===== src/rtl/mcm_pkg.sv =====
// Shared definitions for the constant-multiplier block family and its divider.
// Holds the divider FSM states, the default constant pair and quotient-range helpers.
package mcm_pkg;

    typedef enum logic [1:0] {
        IDLE = 2'd0,
        DIV  = 2'd1,
        FIX  = 2'd2,
        DONE = 2'd3
    } state_t;

    // Default constant, also used by the multiplier block generator.
    localparam longint CONST_DEFAULT   = 64'd86746874;
    localparam int     CONST_W_DEFAULT = 27;

    // Largest positive quotient and largest negative quotient magnitude for a qw-bit signed result.
    function automatic longint q_max_pos(input int qw);
        return (longint'(1) << (qw - 1)) - 1;
    endfunction

    function automatic longint q_max_neg_mag(input int qw);
        return longint'(1) << (qw - 1);
    endfunction

endpackage


===== src/rtl/mcm_const_div_step.sv =====
// One restoring-division step: shifts a bit into the partial remainder and
// subtracts the divisor when it fits.
module mcm_div_step #(
    parameter int CONST_W = 27
) (
    input  logic [CONST_W-1:0] r,
    input  logic               bit_in,
    input  logic [CONST_W-1:0] divisor,
    output logic [CONST_W-1:0] r_next,
    output logic               qbit
);

    logic [CONST_W:0] t;
    logic [CONST_W:0] diff;

    assign t      = {r, bit_in};
    assign diff   = t - {1'b0, divisor};
    assign qbit   = (t >= {1'b0, divisor});
    // The difference is below the divisor whenever the remainder was valid, so CONST_W bits suffice.
    assign r_next = qbit ? CONST_W'(diff) : CONST_W'(t);

endmodule


===== src/rtl/mcm_const_div.sv =====
// Recovers a signed multiplicand X from P = X*CONST by sequential restoring
// division, one quotient bit per cycle, with valid/ready handshakes on both sides.
module mcm_const_div
    import mcm_pkg::*;
#(
    parameter int     P_W     = 35,
    parameter int     Q_W     = 8,
    parameter int     CONST_W = CONST_W_DEFAULT,
    parameter longint CONST   = CONST_DEFAULT
) (
    input  logic                  clk,
    input  logic                  rst_n,
    input  logic                  in_valid,
    output logic                  in_ready,
    input  logic signed [P_W-1:0] P_in,
    output logic                  out_valid,
    input  logic                  out_ready,
    output logic signed [Q_W-1:0] Q_out,
    output logic signed [CONST_W:0] R_out,
    output logic                  exact,
    output logic                  ovf
);

    localparam int CNT_W = (Q_W > 2) ? $clog2(Q_W) : 1;
    localparam int CMP_W = (P_W > CONST_W + 1) ? P_W : CONST_W + 1;
    localparam logic [CONST_W-1:0] DIVISOR       = CONST_W'(CONST);
    localparam logic [Q_W-1:0]     Q_MAX_POS     = Q_W'(q_max_pos(Q_W));
    localparam logic [Q_W-1:0]     Q_MAX_NEG_MAG = Q_W'(q_max_neg_mag(Q_W));
    localparam logic [CNT_W-1:0]   CNT_START     = CNT_W'(Q_W - 1);

    state_t             state_reg, state_next;
    logic               sgn_reg;
    logic               pre_ovf_reg;
    logic [CONST_W-1:0] r_reg;
    logic [Q_W-1:0]     s_reg;
    logic [CNT_W-1:0]   cnt_reg;

    logic [P_W-1:0]     p_raw;
    logic [P_W-1:0]     mag;
    logic [P_W-1:0]     hi;
    logic               pre_ovf_in;
    logic [CONST_W-1:0] step_r;
    logic               step_q;
    logic               ovf_fix;
    logic [CONST_W:0]   r_ext;

    // Magnitude is taken as unsigned so the most-negative product needs no extra bit.
    assign p_raw      = P_in;
    assign mag        = p_raw[P_W-1] ? ((~p_raw) + {{(P_W-1){1'b0}}, 1'b1}) : p_raw;
    assign hi         = mag >> Q_W;
    assign pre_ovf_in = (CMP_W'(hi) >= CMP_W'(DIVISOR));

    assign in_ready = (state_reg == IDLE);

    mcm_div_step #(
        .CONST_W (CONST_W)
    ) u_step (
        .r       (r_reg),
        .bit_in  (s_reg[Q_W-1]),
        .divisor (DIVISOR),
        .r_next  (step_r),
        .qbit    (step_q)
    );

    assign ovf_fix = pre_ovf_reg
                   | (!sgn_reg && (s_reg > Q_MAX_POS))
                   | ( sgn_reg && (s_reg > Q_MAX_NEG_MAG));
    assign r_ext   = {1'b0, r_reg};

    always_ff @(posedge clk or negedge rst_n) begin
        if (!rst_n) begin
            state_reg <= IDLE;
        end else begin
            state_reg <= state_next;
        end
    end

    always_comb begin
        state_next = state_reg;
        case (state_reg)
            IDLE:    if (in_valid)           state_next = DIV;
            DIV:     if (cnt_reg == '0)      state_next = FIX;
            FIX:                             state_next = DONE;
            DONE:    if (out_ready)          state_next = IDLE;
            default:                         state_next = IDLE;
        endcase
    end

    always_ff @(posedge clk or negedge rst_n) begin
        if (!rst_n) begin
            sgn_reg     <= 1'b0;
            pre_ovf_reg <= 1'b0;
            r_reg       <= '0;
            s_reg       <= '0;
            cnt_reg     <= '0;
            out_valid   <= 1'b0;
            Q_out       <= '0;
            R_out       <= '0;
            exact       <= 1'b0;
            ovf         <= 1'b0;
        end else begin
            case (state_reg)
                IDLE: begin
                    if (in_valid) begin
                        sgn_reg     <= p_raw[P_W-1];
                        pre_ovf_reg <= pre_ovf_in;
                        r_reg       <= CONST_W'(hi);
                        s_reg       <= mag[Q_W-1:0];
                        cnt_reg     <= CNT_START;
                    end
                end
                DIV: begin
                    // Quotient bits replace dividend bits in the shift register as they are consumed.
                    r_reg   <= step_r;
                    s_reg   <= {s_reg[Q_W-2:0], step_q};
                    cnt_reg <= cnt_reg - 1'b1;
                end
                FIX: begin
                    out_valid <= 1'b1;
                    ovf       <= ovf_fix;
                    if (ovf_fix) begin
                        Q_out <= '0;
                        R_out <= '0;
                        exact <= 1'b0;
                    end else begin
                        Q_out <= sgn_reg ? ((~s_reg) + {{(Q_W-1){1'b0}}, 1'b1}) : s_reg;
                        R_out <= sgn_reg ? ((~r_ext) + {{CONST_W{1'b0}}, 1'b1}) : r_ext;
                        exact <= (r_reg == '0);
                    end
                end
                DONE: begin
                    if (out_ready) begin
                        out_valid <= 1'b0;
                    end
                end
                default: ;
            endcase
        end
    end

endmodule

===== config.mk =====
export PLATFORM = sky130hd
export DESIGN_NAME = mcm_const_div
export DESIGN_NICKNAME = d
export VERILOG_FILES = /design/src/rtl/mcm_pkg.sv /design/src/rtl/mcm_const_div_step.sv /design/src/rtl/mcm_const_div.sv
export SDC_FILE = /design/constraint.sdc
export NUM_CORES = 1
export LEC_CHECK = 0
export ABC_AREA = 1
export CAP_MARGIN = 20
export CORE_MARGIN = 2
export CORE_UTILIZATION = 40
export DETAILED_ROUTE_END_ITERATION = 12
export GPL_TIMING_DRIVEN = 0
export PLACE_DENSITY = 0.67
export SLEW_MARGIN = 10
export SYNTH_ARGS = -nofsm -noshare
export SYNTH_HDL_FRONTEND = slang
export SYNTH_SLANG_ARGS = --single-unit

===== constraint.sdc =====
create_clock -name clk -period 1.9 [get_ports clk]
set_clock_uncertainty 0.05 [all_clocks]
set_input_delay 0.57 -clock clk [delete_from_list [all_inputs] [get_ports clk]]
set_output_delay 0.57 -clock clk [all_outputs]
set_load 0.005 [all_outputs]

==> summary by stage <==
Yosys
Yosys instantiated no cell more often than sky130_fd_sc_hd__nand2_1. sky130_fd_sc_hd__dfrtp_1 takes more of the synthesized area than any other cell. In the synthesized netlist, the cells that appear most often are 337 x sky130_fd_sc_hd__nand2_1, 125 x sky130_fd_sc_hd__nor2_1, 112 x sky130_fd_sc_hd__nand3_1, 82 x sky130_fd_sc_hd__inv_1, 81 x sky130_fd_sc_hd__dfrtp_1.

Yosys attributes the largest share of cell area to sky130_fd_sc_hd__dfrtp_1 31%, sky130_fd_sc_hd__nand2_1 20%, sky130_fd_sc_hd__nand3_1 8.7%, sky130_fd_sc_hd__nor2_1 7.3%, sky130_fd_sc_hd__o21ai_0 5.6%. The most frequently used flop master after synthesis is sky130_fd_sc_hd__dfrtp_1. The count of mapped cells out of synthesis is approximately 1000.

When the netlist entered floorplanning its net count stood at ~1100. After synthesis the netlist holds a flip-flop and latch count of ~80. The post-synthesis instance area is ~6500 um^2. The number of distinct standard cells referenced by the synthesized netlist is between 40 and 50. The fraction of synthesis flops using an asynchronous set or reset pin is 1.00.

Of the synthesized area, sequential elements account for 0.313. The count of warnings emitted by yosys is 0. In this run the mean area of a mapped cell was approximately 6.2 um^2.

The count of flip-flops with a built-in enable after synthesis is 0. The area share of the largest cell type after synthesis is 0.313.

Drt
The count of nets left with antenna violations after detail routing is 0. In the routed layout, each cell is associated on average with a via count of about 5.4. In the routed design, unresolved DRC markers number 0. The number of iterations in the first detailed-routing pass is 8. The initial detailed-routing violation count is roughly 650.

The routed via count is 7702. The final routed wirelength across all metal layers is 23400 um. In the final routed layout, each cell accounts on average for ~16 um.

Floorplan
The number of ports placed on the die boundary is slightly below 80. The initial utilization of the core area, before any placement, comes to 0.409. From left edge to right edge, the die measures roughly 130 um. The die area is 17200 um^2. The floorplan step defined a core boundary enclosing between 15000 and 20000 um^2. The initialized floorplan defines between 40 and 50 standard-cell rows. The height of the die is approximately 130 um.

Clocking
The buffer levels on the longest clock path is 2. The clock net sink count is 81. The clock input transition at the sequential cells of the worst setup and hold paths is approximately 70 ps. The number of levels in the clock H-tree is 3.

For the worst-skew pair, the clock arrives at the later sink with an insertion delay of 350 ps. The number of buffers inserted for hold repair after clock tree synthesis is 0. The total clock buffers created by CTS is 9.

TritonCTS built the clock tree. The cell at the root of the clock tree is sky130_fd_sc_hd__clkbuf_16.

Global route
The first global-routing pass estimated roughly 36000 um of wire. The maximum number of pins on one net before global-route repair is 49. The initial antenna violation count was 0. The total global routing track utilization is 0.262. The via count of the first global-routing pass is 7099. Global routing finished with a remaining overflow of 0.

Timing
The slew at the pin closest to its max-slew limit is 792 ps. The post-route setup TNS is -857 ps. Across all setup checks in the final design, the least slack found is -100 ps. The final number of max-transition violations is 0.

The final period demand of the worst path is 2000 ps. Setup violations remaining at the end of the flow were counted as 22. The worst pin sits at a relative slew slack of 0.472. Derived from the worst setup path, the maximum achievable clock frequency is 0.500 GHz.

Of the available clock period, the critical path in the final layout requires 1.05. The number of endpoints with negative hold slack in the final report is 0. Setup repair after global routing could not meet its margin everywhere.

Critical path
The kind of launch point of the worst setup path is a register. By startpoint and endpoint, the worst setup path is classified as reg -> reg. The worst setup path is captured at a register. The startpoint identified for the worst register-to-register timing path is r_reg[0]. The register-to-register setup slack is -100 ps. Among all stages on the critical path, the largest delay is contributed by sky130_fd_sc_hd__dfrtp_1.

The most numerous cell on the critical path is sky130_fd_sc_hd__nor2_4. On the worst path, the slowest cell contributes a delay of about 410 ps. The worst register-to-register path ends at R_out[27]. The worst register-to-register path has a depth of 8. The required arrival time at the worst endpoint is around 2100 ps.

The maximum fanout along the worst path is 5. The worst endpoint data arrival time is 2180 ps. The signal on the critical path passes through buf_6, nor2_4, nand4_1, nor2_4, nand3_2, nand3b_1, nor2_2, o21ai_1.

Power
Cell internal power was estimated by the tool at 7.65 mW. The static leakage is 4.38 nW. The post-route total power is roughly 15 mW.

For this design the ratio of total power to cell area is 1630 nW/um^2. The sequential share of power is 0.209. The net switching power is between 7 and 8 mW. The proportion of total power due to net switching is 0.497. The largest vdd supply drop is around 0.0006 V. The part of the power in combinational logic is 0.676. The proportion of power drawn by the clock network is 0.115.

Finish
The total of fill cells in the finished design is 1529. The final standard cell utilization of the core is 0.588. Of the cells placed in the final design, the portion with a size suffix greater than 1 is 0.287. The count of antenna diodes in the layout is 0.

Compared with the post-synthesis result, the final layout area differs by 43.8%. The number of cells in the finished layout apart from fillers is between 1000 and 1500. The register with the most flip-flops in the layout has 28 of them. The number of nets in the layout is around 1300.

Placement
The final weighted congestion in routability-driven placement is ~1.0. In this run, placement finished with an instance count of ~1300. The final HPWL from detailed placement is about 16000 um.

The count of input and output buffers is a little under 80. The worst setup slack before clock tree synthesis is -1020 ps.

Status
The run finished, with violations left. The checks that failed: negative setup slack.

Job
The count of max-cap constraint violations is 0.

Hold path
The worst hold path belongs to the class in -> async.
-- kinds of logic (layout without fill, tap and decap cells) --
kind of cell,after synthesis,after routing,share of synthesized area
adder cells (fa/ha/maj),9,9,0.0174
AO/OA/AOI/OAI,155,155,0.130
flip-flops,81,81,0.313
buffers and inverters,143,322,0.0907
AND/OR/NAND/NOR,622,622,0.405
XOR/XNOR,32,32,0.0433
-- per-stage QoR --
step           hold slack [ps]  area, um^2
6_report                   120        9310
5_1_grt                    157        9310
4_1_cts                    136        8740
3_5_place_dp               416        7540
3_3_place_gp               417        7510
2_1_floorplan              224        6470
-- critical path, delay by kind of cell (launching register included) --
family / cells / cell delay (ps)
simple gates: 6 / 1200
flops: 1 / 410
compound gates: 1 / 70
buf+inv: 1 / 140
-- cell usage in the layout (no fill, tap or decap), types with 5 or more instances in the layout --
master,Yosys,layout
sky130_fd_sc_hd__a21oi_1,38,29
sky130_fd_sc_hd__dfrtp_2,0,12
sky130_fd_sc_hd__inv_2,12,22
sky130_fd_sc_hd__nand2_4,1,8
sky130_fd_sc_hd__clkbuf_1,27,8
sky130_fd_sc_hd__dlymetal6s2s_1,0,8
sky130_fd_sc_hd__nand3b_1,7,7
sky130_fd_sc_hd__clkbuf_16,0,9
sky130_fd_sc_hd__nor2_4,2,17
sky130_fd_sc_hd__nor3_1,8,7
sky130_fd_sc_hd__clkdlybuf4s15_1,0,6
sky130_fd_sc_hd__o21ai_1,20,18
sky130_fd_sc_hd__dlygate4sd2_1,0,9
sky130_fd_sc_hd__clkbuf_2,0,18
sky130_fd_sc_hd__o21ai_0,73,62
sky130_fd_sc_hd__buf_4,3,91
sky130_fd_sc_hd__buf_6,1,13
sky130_fd_sc_hd__o211ai_1,9,9
sky130_fd_sc_hd__nor2_2,7,32
sky130_fd_sc_hd__nand3_1,112,82
sky130_fd_sc_hd__nand4_1,9,9
sky130_fd_sc_hd__xor2_1,29,29
sky130_fd_sc_hd__nor2_1,125,85
sky130_fd_sc_hd__buf_2,15,5
sky130_fd_sc_hd__a21oi_2,2,8
sky130_fd_sc_hd__nand3_2,3,29
sky130_fd_sc_hd__clkbuf_4,0,5
sky130_fd_sc_hd__nand2_1,337,304
sky130_fd_sc_hd__dfrtp_1,81,69
sky130_fd_sc_hd__inv_1,82,65
sky130_fd_sc_hd__inv_4,0,5
sky130_fd_sc_hd__clkdlybuf4s50_1,0,44
sky130_fd_sc_hd__o21ai_2,0,10
sky130_fd_sc_hd__nand2_2,4,30
-- timing repair --
item / in CTS / in global routing
setup endpoints to repair: 76 / 76
gates resized for setup: 175 / 182
buffers inserted: 63 / 24
cloned: 2 / 0
pin swaps: 36 / 77
-- how the worst max path moves through the flow --
stage | from | end | depth (start not counted)
2_1_floorplan | P_in[0] | r_reg[16] | 11
3_3_place_gp | rst_n | R_out[14] | 1
3_5_place_dp | P_in[0] | pre_ovf_reg | 12
4_1_cts | r_reg[16] | r_reg[19] | 12
5_1_grt | r_reg[0] | R_out[25] | 10
6_report | r_reg[0] | R_out[27] | 8
-- power by group through the flow --
stage | logic, mW | clock network [mW] | registers [mW]
6_report | 10.3 | 1.74 | 3.18
5_1_grt | 11.2 | 1.79 | 3.25
2_1_floorplan | 5.08 | 0 | 2.95
4_1_cts | 9.01 | 1.73 | 3.10
3_5_place_dp | 7.49 | 0 | 3.10
3_3_place_gp | 7.42 | 0 | 3.09
-- area by class of cell --
| class | count | area [um^2] | share of cell area |
|---|---|---|---|
| Multi-Input combinational cell | 818 | 4530 | 0.487 |
| Clock buffer | 11 | 233 | 0.0250 |
| Timing Repair Buffer | 166 | 1460 | 0.157 |
| Tap cell | 216 | 270 | 0.0290 |
| Clock inverter | 5 | 56.3 | 0.00605 |
| Sequential cell | 81 | 2040 | 0.219 |
| Buffer | 44 | 324 | 0.0348 |
| Inverter | 96 | 392 | 0.0421 |
-- layer usage --
metal / global-route usage / wire, um / share of wire / vias up
li1: - / - / - / 3722
met1: 0.357 / 10000 / 0.43 / 3563
met2: 0.427 / 10800 / 0.46 / 356
met3: 0.0278 / 1770 / 0.075 / 61
met4: 0.103 / 858 / 0.037 / 0
met5: 0 / 0 / 0 / -
Note: power is estimated with default switching activity, not from simulation.
